--- src/rtl/alu_muldiv_seq.sv ---
// Registered EX-stage ALU: 1-cycle logic/shift/add ops, iterative MULTU/DIVU with HI/LO.
// Define ALU_SIGNED_MULDIV_EN to add signed MULT/DIV with an extra sign-fix cycle.
module alu_muldiv_seq #(
  parameter int WIDTH   = 32,
  parameter int SHAMT_W = 5
) (
  input  logic               clk,
  input  logic               reset,
  input  logic               start,
  input  logic [3:0]         ALUOperation,
  input  logic [WIDTH-1:0]   A,
  input  logic [WIDTH-1:0]   B,
  input  logic [SHAMT_W-1:0] Shamt,
  output logic               busy,
  output logic               done,
  output logic [WIDTH-1:0]   ALUResult,
  output logic               Zero,
  output logic [WIDTH-1:0]   Hi,
  output logic [WIDTH-1:0]   Lo,
  output logic               div_by_zero
);

  localparam int CNT_W = $clog2(WIDTH);

  localparam logic [3:0] OP_AND   = 4'b0000, OP_OR    = 4'b0001, OP_NOR  = 4'b0010,
                         OP_ADD   = 4'b0011, OP_SLL   = 4'b0100, OP_SRL  = 4'b0101,
                         OP_ORI   = 4'b0111, OP_LUI   = 4'b1000, OP_SUB  = 4'b1001,
                         OP_MULTU = 4'b1010, OP_DIVU  = 4'b1011, OP_MFHI = 4'b1100,
                         OP_MFLO  = 4'b1101;

`ifdef ALU_SIGNED_MULDIV_EN
  localparam logic [3:0] OP_MULT = 4'b1110, OP_DIV = 4'b1111;
  typedef enum logic [1:0] {IDLE, MUL, DIV, FIX} state_t;
`else
  typedef enum logic [1:0] {IDLE, MUL, DIV} state_t;
`endif

  state_t           state;
  logic [CNT_W-1:0] cnt;
  logic [WIDTH-1:0] opnd;    // multiplicand or divisor
  logic [WIDTH-1:0] acc;     // product high half or partial remainder
  logic [WIDTH-1:0] lo_reg;  // multiplier or dividend, shifting into product low half / quotient

  logic [WIDTH-1:0] alu_res, mag_a, mag_b;
  logic             is_mul, is_div;

  // NOTE: every always_comb output gets a default first, so no path leaves it unassigned (no latch).
  always_comb begin
    alu_res = '0;
    case (ALUOperation)
      OP_AND:         alu_res = A & B;
      OP_OR, OP_ORI:  alu_res = A | B;
      OP_NOR:         alu_res = ~(A | B);
      OP_ADD:         alu_res = A + B;
      OP_SUB:         alu_res = A - B;
      OP_SLL:         alu_res = B << Shamt;
      OP_SRL:         alu_res = B >> Shamt;
      OP_LUI:         alu_res = B << (WIDTH / 2);
      OP_MFHI:        alu_res = Hi;
      OP_MFLO:        alu_res = Lo;
      default:        alu_res = '0;
    endcase
  end

  // One shift-add multiply step and one restoring-divide step, selected by state.
  logic [WIDTH:0]       mul_sum, div_shift, div_diff;
  logic [2*WIDTH-1:0]   mul_next;
  logic [WIDTH-1:0]     step_hi, step_lo, fin_hi, fin_lo;
  logic                 last, fin;

  assign mul_sum   = {1'b0, acc} + (lo_reg[0] ? {1'b0, opnd} : '0);
  assign mul_next  = {mul_sum, lo_reg[WIDTH-1:1]};
  assign div_shift = {acc, lo_reg[WIDTH-1]};
  assign div_diff  = div_shift - {1'b0, opnd};
  assign step_hi   = (state == DIV) ? (div_diff[WIDTH] ? div_shift[WIDTH-1:0] : div_diff[WIDTH-1:0])
                                    : mul_next[2*WIDTH-1:WIDTH];
  assign step_lo   = (state == DIV) ? {lo_reg[WIDTH-2:0], ~div_diff[WIDTH]} : mul_next[WIDTH-1:0];
  assign last      = (cnt == CNT_W'(WIDTH - 1));
  assign busy      = (state != IDLE);

`ifdef ALU_SIGNED_MULDIV_EN
  logic               is_signed, sgn_a, sgn_b;
  logic               sgn_op, op_div, neg_q, neg_r;
  logic [2*WIDTH-1:0] prod_neg;
  logic [WIDTH-1:0]   fix_hi, fix_lo;

  assign is_signed = (ALUOperation == OP_MULT) || (ALUOperation == OP_DIV);
  assign sgn_a     = is_signed && A[WIDTH-1];
  assign sgn_b     = is_signed && B[WIDTH-1];
  assign mag_a     = sgn_a ? -A : A;
  assign mag_b     = sgn_b ? -B : B;
  assign is_mul    = (ALUOperation == OP_MULTU) || (ALUOperation == OP_MULT);
  assign is_div    = (ALUOperation == OP_DIVU) || (ALUOperation == OP_DIV);

  // Quotient/product take sign(A)^sign(B); remainder takes sign(A).
  assign prod_neg  = -{acc, lo_reg};
  assign fix_hi    = op_div ? (neg_r ? -acc : acc) : (neg_q ? prod_neg[2*WIDTH-1:WIDTH] : acc);
  assign fix_lo    = op_div ? (neg_q ? -lo_reg : lo_reg) : (neg_q ? prod_neg[WIDTH-1:0] : lo_reg);
  assign fin       = ((state == MUL || state == DIV) && last && !sgn_op) || (state == FIX);
  assign fin_hi    = (state == FIX) ? fix_hi : step_hi;
  assign fin_lo    = (state == FIX) ? fix_lo : step_lo;
`else
  assign mag_a     = A;
  assign mag_b     = B;
  assign is_mul    = (ALUOperation == OP_MULTU);
  assign is_div    = (ALUOperation == OP_DIVU);
  assign fin       = (state == MUL || state == DIV) && last;
  assign fin_hi    = step_hi;
  assign fin_lo    = step_lo;
`endif

  // NOTE: sequential state is written with non-blocking assignments only.
  always_ff @(posedge clk) begin
    if (!reset) begin
      state       <= IDLE;
      cnt         <= '0;
      opnd        <= '0;
      acc         <= '0;
      lo_reg      <= '0;
      done        <= 1'b0;
      ALUResult   <= '0;
      Zero        <= 1'b0;
      Hi          <= '0;
      Lo          <= '0;
      div_by_zero <= 1'b0;
`ifdef ALU_SIGNED_MULDIV_EN
      sgn_op      <= 1'b0;
      op_div      <= 1'b0;
      neg_q       <= 1'b0;
      neg_r       <= 1'b0;
`endif
    end else begin
      done <= 1'b0;
      case (state)
        IDLE: if (start) begin
          cnt <= '0;
          acc <= '0;
          if (is_mul) begin
            opnd   <= mag_a;
            lo_reg <= mag_b;
            state  <= MUL;
          end else if (is_div && B == '0) begin
            Lo          <= '1;
            Hi          <= A;
            ALUResult   <= '1;
            Zero        <= 1'b0;
            div_by_zero <= 1'b1;
            done        <= 1'b1;
          end else if (is_div) begin
            opnd   <= mag_b;
            lo_reg <= mag_a;
            state  <= DIV;
          end else begin
            ALUResult   <= alu_res;
            Zero        <= (alu_res == '0);
            div_by_zero <= 1'b0;
            done        <= 1'b1;
          end
`ifdef ALU_SIGNED_MULDIV_EN
          sgn_op <= is_signed;
          op_div <= is_div;
          neg_q  <= sgn_a ^ sgn_b;
          neg_r  <= sgn_a;
`endif
        end
        MUL, DIV: begin
          acc    <= step_hi;
          lo_reg <= step_lo;
          cnt    <= cnt + 1'b1;
          if (last) begin
`ifdef ALU_SIGNED_MULDIV_EN
            state <= sgn_op ? FIX : IDLE;
`else
            state <= IDLE;
`endif
          end
        end
        default: state <= IDLE;
      endcase

      if (fin) begin
        Hi          <= fin_hi;
        Lo          <= fin_lo;
        ALUResult   <= fin_lo;
        Zero        <= (fin_lo == '0);
        div_by_zero <= 1'b0;
        done        <= 1'b1;
      end
    end
  end

endmodule
--- config.mk ---
export PLATFORM = sky130hd
export DESIGN_NAME = alu_muldiv_seq
export DESIGN_NICKNAME = d
export VERILOG_FILES = /design/src/rtl/alu_muldiv_seq.sv
export SDC_FILE = /design/constraint.sdc
export NUM_CORES = 1
export LEC_CHECK = 0
export ABC_AREA = 1
export CAP_MARGIN = 0
export CORE_MARGIN = 2
export CORE_UTILIZATION = 50
export DETAILED_ROUTE_END_ITERATION = 6
export DONT_BUFFER_PORTS = 1
export PLACE_DENSITY = 0.68
export SETUP_SLACK_MARGIN = 0.05
export SLEW_MARGIN = 40
export SYNTH_ARGS = -nofsm -noshare
export SYNTH_HDL_FRONTEND = slang
export SYNTH_SLANG_ARGS = --single-unit
export TNS_END_PERCENT = 20
--- constraint.sdc ---
create_clock -name clk -period 3.1 [get_ports clk]
set_input_delay 0.31 -clock clk [delete_from_list [all_inputs] [get_ports clk]]
set_output_delay 0.31 -clock clk [all_outputs]
set_load 0.01 [all_outputs]
==> impl_metrics.csv <==
group,metric,value,unit
timing,min_period,2971,ps
timing,fin_ws,129.1,ps
timing,drv_slew,0,
route,drcViolationCount,17,
clock_tree,cts_tree,"yes",
clock_tree,insertion_delay,560,ps
place,dpl.hpwl,89610,um
die,chipHeight,212.0,um
place,gp_congestion,1.136,
timing,finalSetupViolCount,0,
timing,post-route-period-util,95.84,%
synthesis,syn_area,21630,sq um
critical_path,end_kind,"flop",
timing,rsz0062_at_grt,"yes",
clock_tree,cts_max_path_buffers,3,
die,die_w,212.0,um
critical_path,critical_path_class,"input port to flop",
critical_path,max_stage_delay,400,ps
cells_and_area,finalNetCount,4201,
timing,finalHoldViolCount,0,
pwr,leakagePower,12.53,nW
timing,slew_headroom,45.42,%
die,initial_core_util,50.44,%
route,routedWlPerCell,25.92,um
synthesis,postSynth.asyncResetShare,0,%
global_routing,overflow,0,
synthesis,synth_edf_count,0,
route,vias,29122,
synthesis,synthesis.nets,3952,
route,drtAntennaViolNets,0,
cells_and_area,final_common_cell,"nand2_1",
timing,tightest_slew,815.1,ps
global_routing,grt_pass1_vias,26213,
critical_path,crit_top_cell,"nor2_4",
critical_path,path_cells,"inv_4, ha_4, nand3_4, nor2_4, nand2_2, nor3_4, buf_4, nand4_4, nor2_4, nor2_1, xor2_1, ha_2, nand2_2, nor2_2, inv_2, nor2_4, nand4_1, nand3_1, nand2_1, nor2_4, nor2_2, buf_4, a211o_1, inv_1",
global_routing,antenna_found_initial,9,
die,core-area,42890,sq um
hold_path,hp-class,"input port to flop",
synthesis,yosysTopAreaCell,"dfxtp_1",
route,wl,119800,um
timing,fmax,336.6,MHz
outcome,status,"finished with violations",
place,pre_cts_slack,-764.5,ps
die,row_count,76,
place,port_buffers,0,
critical_path,start_kind,"input port",
clock_tree,ctsHtreeMaxLevel,1,
critical_path,crit_fanout,7,
route,vias_per_cell,6.301,
route,dr.pass1.iters,7,
global_routing,track_usage,51.40,%
synthesis,yosysSeqAreaShare,18.69,%
synthesis,ys_types,56,
synthesis,synth_seq_cells,202,
synthesis,ys_top_cells_by_area,"dfxtp_1 19%, nand2_1 17%, nand3_1 12%, o21ai_0 6.9%, inv_1 6.7%",
clock_tree,cts_root_buffer,"clkbuf_16",
cells_and_area,drive_gt1_share,16.78,%
synthesis,netlist_instances,3771,
synthesis,yosysWarningCount,0,
cells_and_area,layout_common_cells,"927 x nand2_1, 495 x nand3_1, 375 x inv_1",
outcome,violations,"DRC",
global_routing,grt_first_pass_wirelength,169600,um
global_routing,grt_max_degree,95,
cells_and_area,area_growth,23.78,%
die,pin_count,176,
critical_path,arrival,3480,ps
synthesis,avgSynthCellArea,5.737,sq um
route,drtIter0Drc,4493,
pwr,ir_worst_vdd,0.5019,mV
die,die-area,44950,sq um
cells_and_area,fin_util,62.44,%
critical_path,crit_slowest_cell,"ha_2",
clock_tree,cts_sinks,202,
timing,clock_skew,26.84,ps
pwr,p_per_area,607.9,nW/um^2
critical_path,cp.required,3610,ps
clock_tree,cts_buffers,25,
synthesis,ys.flop_type,"dfxtp_1",
clock_tree,clk_pin_slew,60,ps
job,max_cap_violations,0,
synthesis,synth_top_cell_area_share,18.69,%
## kinds of logic after synthesis
kind of cell               synth area share, %
and+or+nand+nor                          40.59
AOI/OAI and AO/OA                        20.67
adders and majority gates                6.177
xor gates and xnor gates                 2.389
muxes                                   0.1851
buffers and inverters                    11.30
DFF                                      18.69
## per-stage QoR
stage                     hold slack [ps]  setup TNS, ps  instance area (sq um)  total power [W]  cells
after global routing                2.193         -23.39                  26770          0.01707   4620
after floorplan                     449.7              0                  21780         0.009078   3771
after CTS                           1.592              0                  25840          0.01513   4603
after global placement              448.7          -6708                  24260          0.01207   4493
final                               7.349              0                  26780          0.01628   4622
after detailed placement            451.1          -7892                  24260          0.01209   4493
## final timing paths
path	start	endpoint	slack, ps	cells after the start
worst max-delay path	B[0]	ALUResult[27]	130	24
worst min-delay path	reset	ALUResult[9]	7	3
worst max register to register	lo_reg[0]	Hi[28]	130	18
worst min register to register	cnt[4]	cnt[4]	480	2
## layer usage
metal,vias to the layer above,GRT usage [%],routed length (um)
met3,636,18.15,16570
met4,10,44.24,13210
li1,13172,-,-
met1,13139,60.55,42340
met5,-,0.1112,63
met2,2165,74.04,47630
## final cells by class
cell class                 instances  area (sq um)
inverter                         406          1556
timing repair buffer             422          3525
multi-input combinational       2963         16120
clock buffer                      30         684.4
fill                            4290         16110
tap                              585         732.0
sequential                       202          4048
clock inverter                    12         110.1
antenna                            2         5.005
## synthesized netlist by cell type, types with 3 or more instances
library cell	instances
xor2_1	42
buf_4	5
o2111ai_1	4
nand3b_1	16
a211oi_1	7
and3_1	3
nand3_1	516
nand2_1	974
fa_1	3
nand4_1	49
o21ai_0	297
a31oi_1	56
nor2_1	327
dfxtp_1	202
a211oi_2	18
and2_1	14
ha_1	102
or2_1	5
buf_6	12
a211o_1	10
o21ai_1	26
nand2_2	5
nor4_1	11
inv_2	15
clkbuf_1	112
o221ai_1	12
o31ai_1	4
buf_1	25
inv_1	387
or2_2	16
xnor2_1	17
mux2i_1	4
nor2_2	11
a21o_1	15
nand4_4	3
o21a_1	8
a21oi_1	232
nor3_1	62
o22ai_1	6
buf_2	46
clkinv_2	3
o21bai_1	11
o211ai_1	61
## critical path: cells and delay by family
family	cells	cell delay (ps)
fa+ha+maj	2	550
simple gates	15	1690
xor+xnor	1	150
buf+inv	5	500
compound gates	1	260
## power breakdown
part	total, W	switching, W	internal [W]
Clock	0.00293	0.00127	0.00166
Combinational	0.0100	0.00637	0.00366
Sequential	0.00332	0.000371	0.00295
## repair_timing
action,in CTS,in global routing
gates cloned,0,2
resized for setup,26,217
hold buffers,67,0
hold endpoints to repair,103,0
pin swaps,1,75
buffers inserted,1,15
endpoints found under the setup margin,18,68
Power figures use the tool's default switching activity.
